$ cat src/rtl/fetch_unit_if.sv
// Fetch unit bundle: imem request/response, redirect, and decode-side handshake.
// Perf counter signals exist only when FETCH_PERF_CNT_EN is defined.
interface fetch_unit_if #(parameter int XLEN = 32);
  logic            imem_req;
  logic [XLEN-1:0] imem_addr;
  logic            imem_gnt;
  logic            imem_rvalid;
  logic [XLEN-1:0] imem_rdata;
  logic            redirect;
  logic [XLEN-1:0] redirect_pc;
  logic            inst_valid;
  logic            inst_ready;
  logic [XLEN-1:0] inst;
  logic [XLEN-1:0] inst_pc;
  logic [4:0]      op;
  logic            redirect_misaligned;
`ifdef FETCH_PERF_CNT_EN
  logic [31:0]     perf_fetched;
  logic [31:0]     perf_flushed;

  modport master (
    input  imem_gnt, imem_rvalid, imem_rdata, redirect, redirect_pc, inst_ready,
    output imem_req, imem_addr, inst_valid, inst, inst_pc, op, redirect_misaligned,
    output perf_fetched, perf_flushed
  );
  modport slave (
    output imem_gnt, imem_rvalid, imem_rdata, redirect, redirect_pc, inst_ready,
    input  imem_req, imem_addr, inst_valid, inst, inst_pc, op, redirect_misaligned,
    input  perf_fetched, perf_flushed
  );
`else
  modport master (
    input  imem_gnt, imem_rvalid, imem_rdata, redirect, redirect_pc, inst_ready,
    output imem_req, imem_addr, inst_valid, inst, inst_pc, op, redirect_misaligned
  );
  modport slave (
    output imem_gnt, imem_rvalid, imem_rdata, redirect, redirect_pc, inst_ready,
    input  imem_req, imem_addr, inst_valid, inst, inst_pc, op, redirect_misaligned
  );
`endif
endinterface

$ cat src/rtl/fetch_unit.sv
// Instruction fetch: PC, credit-limited imem requests, in-order instruction FIFO, redirect flush.
// Optional perf counters (perf_fetched/perf_flushed) under FETCH_PERF_CNT_EN.
module fetch_unit #(
  parameter int              XLEN       = 32,
  parameter logic [XLEN-1:0] RESET_PC   = '0,
  parameter int              FIFO_DEPTH = 2
) (
  input logic          clk,
  input logic          rst,
  fetch_unit_if.master bus
);
  localparam int AW = $clog2(FIFO_DEPTH);
  localparam int CW = AW + 1;
  localparam int SW = CW + 2;

  logic [XLEN-1:0] pc_q, pc_d;
  logic [FIFO_DEPTH-1:0][XLEN-1:0] data_q, data_d, dpc_q, dpc_d, apc_q, apc_d;
  logic [AW-1:0] wr_q, wr_d, rd_q, rd_d, aw_q, aw_d, ar_q, ar_d;
  logic [CW-1:0] count_q, count_d, inflight_q, inflight_d, discard_q, discard_d;
  logic          misal_q, misal_d;
  logic          req, issue, resp_keep, resp_drop, pop;
  logic [SW-1:0] used, outstanding;

  // Stale responses still occupy credit so the FIFO can never overflow.
  assign used        = SW'(count_q) + SW'(inflight_q) + SW'(discard_q);
  assign req         = !rst && !bus.redirect && (used < SW'(FIFO_DEPTH));
  assign issue       = req && bus.imem_gnt;
  assign resp_drop   = bus.imem_rvalid && (discard_q != '0);
  assign resp_keep   = bus.imem_rvalid && (discard_q == '0);
  assign pop         = bus.inst_valid && bus.inst_ready;
  assign outstanding = SW'(discard_q) + SW'(inflight_q) + SW'(issue) - SW'(bus.imem_rvalid);

  always_comb begin
    pc_d       = pc_q;
    data_d     = data_q;
    dpc_d      = dpc_q;
    apc_d      = apc_q;
    wr_d       = wr_q;
    rd_d       = rd_q;
    aw_d       = aw_q;
    ar_d       = ar_q;
    discard_d  = discard_q;
    misal_d    = bus.redirect && (bus.redirect_pc[1:0] != 2'b00);
    count_d    = count_q + CW'(resp_keep) - CW'(pop);
    inflight_d = inflight_q + CW'(issue) - CW'(resp_keep);
    if (issue) begin
      pc_d        = pc_q + XLEN'(4);
      apc_d[aw_q] = pc_q;
      aw_d        = aw_q + AW'(1);
    end
    // Address FIFO pairs each kept response with the PC it was issued for.
    if (resp_keep) begin
      data_d[wr_q] = bus.imem_rdata;
      dpc_d[wr_q]  = apc_q[ar_q];
      wr_d         = wr_q + AW'(1);
      ar_d         = ar_q + AW'(1);
    end
    if (pop)       rd_d      = rd_q + AW'(1);
    if (resp_drop) discard_d = discard_q - CW'(1);
    if (bus.redirect) begin
      pc_d       = {bus.redirect_pc[XLEN-1:2], 2'b00};
      wr_d       = '0;
      rd_d       = '0;
      aw_d       = '0;
      ar_d       = '0;
      count_d    = '0;
      inflight_d = '0;
      discard_d  = CW'(outstanding);
    end
  end

  always_ff @(posedge clk) begin
    if (rst) begin
      pc_q       <= RESET_PC;
      wr_q       <= '0;
      rd_q       <= '0;
      aw_q       <= '0;
      ar_q       <= '0;
      count_q    <= '0;
      inflight_q <= '0;
      discard_q  <= '0;
      misal_q    <= 1'b0;
    end else begin
      pc_q       <= pc_d;
      wr_q       <= wr_d;
      rd_q       <= rd_d;
      aw_q       <= aw_d;
      ar_q       <= ar_d;
      count_q    <= count_d;
      inflight_q <= inflight_d;
      discard_q  <= discard_d;
      misal_q    <= misal_d;
    end
  end

  always_ff @(posedge clk) begin
    data_q <= data_d;
    dpc_q  <= dpc_d;
    apc_q  <= apc_d;
  end

  assign bus.imem_req            = req;
  assign bus.imem_addr           = pc_q;
  assign bus.inst_valid          = (count_q != '0);
  assign bus.inst                = bus.inst_valid ? data_q[rd_q] : '0;
  assign bus.inst_pc             = bus.inst_valid ? dpc_q[rd_q] : '0;
  assign bus.op                  = bus.inst[6:2];
  assign bus.redirect_misaligned = misal_q;

`ifdef FETCH_PERF_CNT_EN
  logic [31:0]   fetched_q, fetched_d, flushed_q, flushed_d;
  logic [SW-1:0] cancelled;

  // The redirect-cycle pop is a real delivery, not a flushed entry.
  assign cancelled = SW'(count_q) + SW'(inflight_q) - SW'(pop);

  always_comb begin
    fetched_d = fetched_q + 32'(pop);
    flushed_d = flushed_q;
    if (bus.redirect) flushed_d = flushed_q + 32'(cancelled);
  end

  always_ff @(posedge clk) begin
    if (rst) begin
      fetched_q <= '0;
      flushed_q <= '0;
    end else begin
      fetched_q <= fetched_d;
      flushed_q <= flushed_d;
    end
  end

  assign bus.perf_fetched = fetched_q;
  assign bus.perf_flushed = flushed_q;
`endif
endmodule

$ cat src/flat_wrapper.sv
// flat-port wrapper written by rule: the top's interface ports become plain ports
module fetch_unit_flat 
#(
  parameter int              XLEN       = 32,
  parameter logic [XLEN-1:0] RESET_PC   = '0,
  parameter int              FIFO_DEPTH = 2
)
  (clk, rst, bus_imem_gnt, bus_imem_rvalid, bus_imem_rdata, bus_redirect, bus_redirect_pc, bus_inst_ready, bus_imem_req, bus_imem_addr, bus_inst_valid, bus_inst, bus_inst_pc, bus_op, bus_redirect_misaligned);
  fetch_unit_if #(.XLEN(XLEN)) bus_i ();
  input logic clk;
  input logic rst;
  input wire logic [$bits(bus_i.imem_gnt)-1:0] bus_imem_gnt;
  input wire logic [$bits(bus_i.imem_rvalid)-1:0] bus_imem_rvalid;
  input wire logic [$bits(bus_i.imem_rdata)-1:0] bus_imem_rdata;
  input wire logic [$bits(bus_i.redirect)-1:0] bus_redirect;
  input wire logic [$bits(bus_i.redirect_pc)-1:0] bus_redirect_pc;
  input wire logic [$bits(bus_i.inst_ready)-1:0] bus_inst_ready;
  output wire logic [$bits(bus_i.imem_req)-1:0] bus_imem_req;
  output wire logic [$bits(bus_i.imem_addr)-1:0] bus_imem_addr;
  output wire logic [$bits(bus_i.inst_valid)-1:0] bus_inst_valid;
  output wire logic [$bits(bus_i.inst)-1:0] bus_inst;
  output wire logic [$bits(bus_i.inst_pc)-1:0] bus_inst_pc;
  output wire logic [$bits(bus_i.op)-1:0] bus_op;
  output wire logic [$bits(bus_i.redirect_misaligned)-1:0] bus_redirect_misaligned;
  assign bus_i.imem_gnt = bus_imem_gnt;
  assign bus_i.imem_rvalid = bus_imem_rvalid;
  assign bus_i.imem_rdata = bus_imem_rdata;
  assign bus_i.redirect = bus_redirect;
  assign bus_i.redirect_pc = bus_redirect_pc;
  assign bus_i.inst_ready = bus_inst_ready;
  assign bus_imem_req = bus_i.imem_req;
  assign bus_imem_addr = bus_i.imem_addr;
  assign bus_inst_valid = bus_i.inst_valid;
  assign bus_inst = bus_i.inst;
  assign bus_inst_pc = bus_i.inst_pc;
  assign bus_op = bus_i.op;
  assign bus_redirect_misaligned = bus_i.redirect_misaligned;
  fetch_unit #(.XLEN(XLEN), .RESET_PC(RESET_PC), .FIFO_DEPTH(FIFO_DEPTH)) u_core (.clk(clk), .rst(rst), .bus(bus_i));
endmodule
$ cat config.mk
export PLATFORM = sky130hd
export DESIGN_NAME = fetch_unit_flat
export DESIGN_NICKNAME = d
export VERILOG_FILES = /design/src/rtl/fetch_unit_if.sv /design/src/rtl/fetch_unit.sv /design/src/flat_wrapper.sv
export SDC_FILE = /design/constraint.sdc
export NUM_CORES = 1
export LEC_CHECK = 0
export BUFFER_PORTS_ARGS = -buffer_cell sky130_fd_sc_hd__buf_2
export CORE_AREA = 2 2 122 148
export CTS_CLUSTER_DIAMETER = 100
export DETAILED_ROUTE_END_ITERATION = 6
export DIE_AREA = 0 0 124 150
export PLACE_DENSITY = 0.83
export REMOVE_ABC_BUFFERS = 1
export SYNTH_ARGS = -nofsm -noshare
export SYNTH_HDL_FRONTEND = slang
export SYNTH_SLANG_ARGS = --single-unit
$ cat constraint.sdc
create_clock -name clk -period 4.4 [get_ports clk]
set_clock_uncertainty 0.05 [all_clocks]
set_input_delay 0.88 -clock clk [delete_from_list [all_inputs] [get_ports clk]]
set_output_delay 0.88 -clock clk [all_outputs]
set_load 0.02 [all_outputs]
**After elaboration in Yosys (flattened, before gate mapping)**

Index checks and enable logic that the tools add are counted.

- Bits in registers: 235
- Input port bits: 70
- Word-level logic and storage cells: 75

- $add $sub $neg: 15
- Order comparisons: 7
- Mux-type cells: 19
- Reduce and logical (&&, ||, !) cells: 18

Operators by type and width:

| operator | number |
|---|---|
| $mux 32 | 12 |
| $bwmux 64 | 3 |
| $demux 32 s1 | 2 |
| $add 32x3->32 const B | 1 |
| $reduce_bool 2->1 | 5 |
| $logic_and 1x1->1 | 9 |
| $lt 1x2->1 const B | 4 |
| $add 2x1->2 | 3 |
| $sub 2x1->2 | 3 |
| $add 1x1->1 const B | 4 |
| $add 4x2->4 | 1 |
| $lt 4x2->1 const B | 1 |
| $mux 2 | 2 |
| $add 2x2->3 | 1 |
| $add 2x2->2 | 1 |
| $ge 1x1->1 const B | 2 |
| $logic_not 1->1 | 2 |
| $logic_not 2->1 | 1 |
| $reduce_or 2->1 | 1 |
| $sub 2x1->2 const B | 1 |

**Logic depth before layout (Yosys ltp)**

- Depth in word-level cells: 8
- Depth in mapped cells: 15
- Gate-level depth less buffers: 13

**Least setup slack after synthesis**

No wires, ideal clock.

- Path type: input to register
- Start: input bus_imem_rvalid
- End: register u_core.data_q[0] in the netlist's numbering, enable pin
- Setup time: 482 ps
- Arrival: 3591 ps
- Setup slack: 277 ps
- Cell stages on the path: 2
- Buffers on the path: 0
- Cell sequence: nand2_1 > nor2_1

- Word-level cells in the longest chain between the ends: 1

Ends and longest elaborated chain:

| what | RTL line | text |
|---|---|---|
| start: declaration | flat_wrapper.sv:13 | `input wire logic [$bits(bus_i.imem_rvalid)-1:0] bus_imem_rvalid;` |
| $logic_and 1x1->1 | fetch_unit.sv:29 | `assign resp_keep = bus.imem_rvalid && (discard_q == '0);` |
| end signal: assignment | fetch_unit.sv:97 | `data_q <= data_d;` |
| end: declaration | fetch_unit.sv:17 | `logic [FIFO_DEPTH-1:0][XLEN-1:0] data_q, data_d, dpc_q, dpc_d, apc_q, apc_d;` |

No other way between the ends.
A chain may end at the register's enable or synchronous reset.

**Worst setup path after layout**

- Start: register u_core.count_q[0]
- End: output bus_imem_req

- Word-level cells in the longest chain between the ends: 4

Ends and longest elaborated chain:

| what | RTL line | text |
|---|---|---|
| start: declaration | fetch_unit.sv:19 | `logic [CW-1:0] count_q, count_d, inflight_q, inflight_d, discard_q, discard_d;` |
| start signal: assignment | fetch_unit.sv:89 | `count_q <= count_d;` |
| $add 2x2->3 | fetch_unit.sv:25 | `assign used = SW'(count_q) + SW'(inflight_q) + SW'(discard_q);` |
| $add 4x2->4 | fetch_unit.sv:25 |  |
| $lt 4x2->1 | fetch_unit.sv:26 | `assign req = !rst && !bus.redirect && (used < SW'(FIFO_DEPTH));` |
| $logic_and 1x1->1 | fetch_unit.sv:26 |  |
| end: declaration | flat_wrapper.sv:18 | `output wire logic [$bits(bus_i.imem_req)-1:0] bus_imem_req;` |

No other way between the ends.

==> out/qor.csv <==
stage;metric;value;unit
synthesis;main flop type after synthesis;edfxtp_1;
floorplanning;row count;53;
clock_tree;Gates resized, CTS repair;0;
detailed_routing;Detailed Route Iter0 Violations;407;
final_layout;Design Area, Final;0.0112;sq mm
clock_tree;Clock Path Buffers;3;
setup_path;Worst R2R End;u_core.discard_q[1];
worst_hold_path;Hold WC Path Type;reg -> reg;
global_route;first-pass GRT wire length;30300;um
timing;Final setup viols;0;
synthesis;fraction of synthesized area in multiplexers;10.3;%
clock_tree;total CTS buffers;22;
setup_path;Worst setup EP type;primary output;
synthesis;Netlist cell types;57;
power;worst ir drop on vdd;0.277;mV
synthesis;synthesized area;0.00947;sq mm
power;Power per Cell Area;472;mW/mm^2
final_layout;diodes inserted;0;
floorplanning;Starting Density;54.9;%
setup_path;CP arrival;2830;ps
synthesis;share of synthesized registers carrying an async set or reset;0;%
placed_design;I/O Buffers;169;
clock_tree;Post-CTS Setup Inserts;0;
synthesis;main combinational cell family by area after synthesis;simple AND/OR/NAND/NOR gates;
global_route;initial antenna violation count;0;
synthesis;number of synthesized flops with an enable pin;184;
timing;Final Hold Viols;0;
detailed_routing;WL final;19900;um
setup_path;r2r worst-path depth;13;
floorplanning;die height;150;um
global_route;global route overflow;0;
synthesis;most frequent cell after synthesis;edfxtp_1;
clock_tree;Worst-Skew Late Latency;500;ps
final_layout;area grow syn2layout;18.3;%
placed_design;DP Area;0.0105;sq mm
timing;Worst Tran Pin Value;868;ps
synthesis;post-synthesis compound-gate area fraction;5.30;%
job;max_cap viols;0;
power;leakage power;4.18;nW
synthesis;synthesized flop and latch total;225;
setup_path;R2R setup slack;1010;ps
timing;fin worst setup slack;640;ps
synthesis;Post-Synth XOR/XNOR Area;1.57;%
clock_tree;Clock Sinks;225;
global_route;largest net degree at the start of global routing;63;
timing;Final Slew Violations;0;
setup_path;Reg2Reg Launch Point;u_core.count_q[0];
timing;fin crit period;3760;ps
detailed_routing;Post-DRT Antenna Nets;0;
clock_tree;clock root buffer;clkbuf_16;
outcome;outcome;complete, no violations;
setup_path;crit start category;register;
placed_design;GP Congestion;0.926;
timing;unrepaired setup endpoints after global routing;no;
final_layout;ratio of cells with drive above 1 in the final layout;29.9;%
detailed_routing;number of remaining DRC errors;0;
floorplanning;DIE AREA;0.0186;sq mm
clock_tree;CTS tree;done;
floorplanning;Die W;124;um
clock_tree;Worst-path clk slew;60;ps
synthesis;Synth top area share;58.4;%
timing;relative slew slack;42.2;%
final_layout;Layout Nets;938;
detailed_routing;via count;6152;
detailed_routing;DRT Pass-1 Iters;5;
placed_design;hpwl dp;13200;um
global_route;Global Route Usage Sum;21.1;%
synthesis;simple-gate share of the synthesized area;10.7;%
detailed_routing;WL/cell;18.2;um
synthesis;syn_area_per_cell;13.7;sq um
setup_path;Setup Crit Path Kind;reg -> out;
setup_path;most used cell, CP;fa_1;
synthesis;Post-synth top cells;edfxtp_1, nor2_1, mux2i_1, dfxtp_1, nand2_1;
clock_tree;post-cts hold buffer count;0;
setup_path;CP endpoint;bus_imem_req;
synthesis;Synth area leaders;edfxtp_1, dfxtp_1, mux2i_1, mux2_2, nor2_1;
setup_path;Slowest cell on crit path;fa_1;
setup_path;CP max stage delay;510;ps
global_route;vias in the first global route;5976;
synthesis;cell count after synthesis;692;
setup_path;Setup crit start;u_core.count_q[0];
synthesis;yosys warns;0;
floorplanning;I/O pin total;174;
timing;total negative slack;0;ps
setup_path;CP max FO;8;
placed_design;pre-CTS setup slack;1030;ps
timing;FMAX;0.266;GHz
synthesis;Adder-Cell Fraction of Synth Area;1.82;%
timing;Tcrit/Tclk final;85.5;%
setup_path;required time of the critical path;3470;ps
synthesis;sequential fraction of the synthesis area;67.0;%
floorplanning;core area;0.0172;sq mm
setup_path;worst-path cell chain;ha_1 -> fa_1 -> inv_1 -> fa_1 -> nor2b_1 -> a31o_2 -> and3_1 -> buf_2;
detailed_routing;post-DR vias/cell;5.63;
clock_tree;htree depth;1;
synthesis;area leader, netlist;edfxtp_1;
critical path: cells and delay by family (launching register included):
kind | cells | cell delay [ps]
and+or+nand+nor | 2 | 350
AOI/OAI and AO/OA | 1 | 270
DFF | 1 | 350
adders and majority gates | 3 | 1130
buffers and inverters | 2 | 220
cell usage in the layout, fill, tap and decap left out, drive strengths merged, types with 3 or more instances in the layout:
master    n
edfxtp  184
buf     178
nor2     86
mux2i    64
dfxtp    41
nand2    32
mux2     30
clkbuf   28
inv      23
a21oi    21
nand3    17
nand4    15
nor3     12
xnor2    11
o21ai    10
and3     10
clkinv   10
ha        9
nor4      8
a31oi     7
o211ai    7
a22oi     7
xor2      6
or3       6
and2      4
and4      4
o31a      4
o22ai     4
a211oi    4
conb      4
fa        3
state kept, by name, indices dropped and copies added (netlist names):
register and cells:
u_core.discard_q 2, u_core.ar_q 1, u_core.aw_q 1, u_core.dpc_q 60, u_core.wr_q 1, u_core.rd_q 1, u_core.count_q 2, u_core.apc_q 60
u_core.bus.imem_addr 30, u_core.bus.redirect_misaligned 1, u_core.inflight_q 2, u_core.data_q 64
final cells by class:
| cell class | count | area, sq um |
|---|---|---|
| clock buffers | 28 | 614 |
| multi-input cells | 406 | 2850 |
| clock inverters | 12 | 92.6 |
| flip-flops and latches | 225 | 6350 |
| repair buffers | 178 | 926 |
| well taps | 220 | 275 |
| inverters | 23 | 88.8 |
| fillers | 1289 | 6040 |
metal layers:
layer | vias to the layer above | share of wire (%) | GRT usage [%]
met4 | 0 | 3.8 | 9.44
met2 | 260 | 51 | 36.3
met5 | - | 0 | 0
met1 | 2917 | 38 | 25.9
met3 | 52 | 7.3 | 3.70
li1 | 2923 | - | -
kinds of logic (layout without fill, tap and decap cells):
group / count (synthesis) / after routing
DFF: 225 / 225
and+or+nand+nor: 203 / 203
muxes: 94 / 94
AOI/OAI and AO/OA: 76 / 76
buffers and inverters: 64 / 241
xor gates and xnor gates: 17 / 17
adders and majority gates: 12 / 12
other: 1 / 4
per-stage QoR:
step / hold slack (ps) / total power [mW] / utilization [%] / instances
global route: 498 / 5.49 / 65.0 / 1092
CTS: 481 / 5.33 / 65.0 / 1092
finish: 475 / 5.29 / 65.0 / 1092
global placement: 445 / 3.50 / 60.9 / 1052
detailed placement: 467 / 3.52 / 60.9 / 1052
floorplan: 443 / 3.22 / - / 654
report_power, final:
part	total, mW	switching, mW	internal [mW]
combinational	0.838	0.542	0.296
sequential	2.64	0.102	2.54
clock	1.81	0.761	1.05
total	5.29	1.41	3.88
worst min-delay path by stage:
stage | from | to | slack (ps) | cells after the start
floorplan | u_core.wr_q | u_core.wr_q | 440 | 2
global placement | u_core.ar_q | u_core.ar_q | 450 | 2
detailed placement | u_core.ar_q | u_core.ar_q | 470 | 2
CTS | u_core.ar_q | u_core.ar_q | 480 | 2
global route | bus_imem_rdata[19] | u_core.data_q[19] | 500 | 1
finish | u_core.ar_q | u_core.ar_q | 470 | 2
Note: power is estimated with default switching activity, not from simulation.
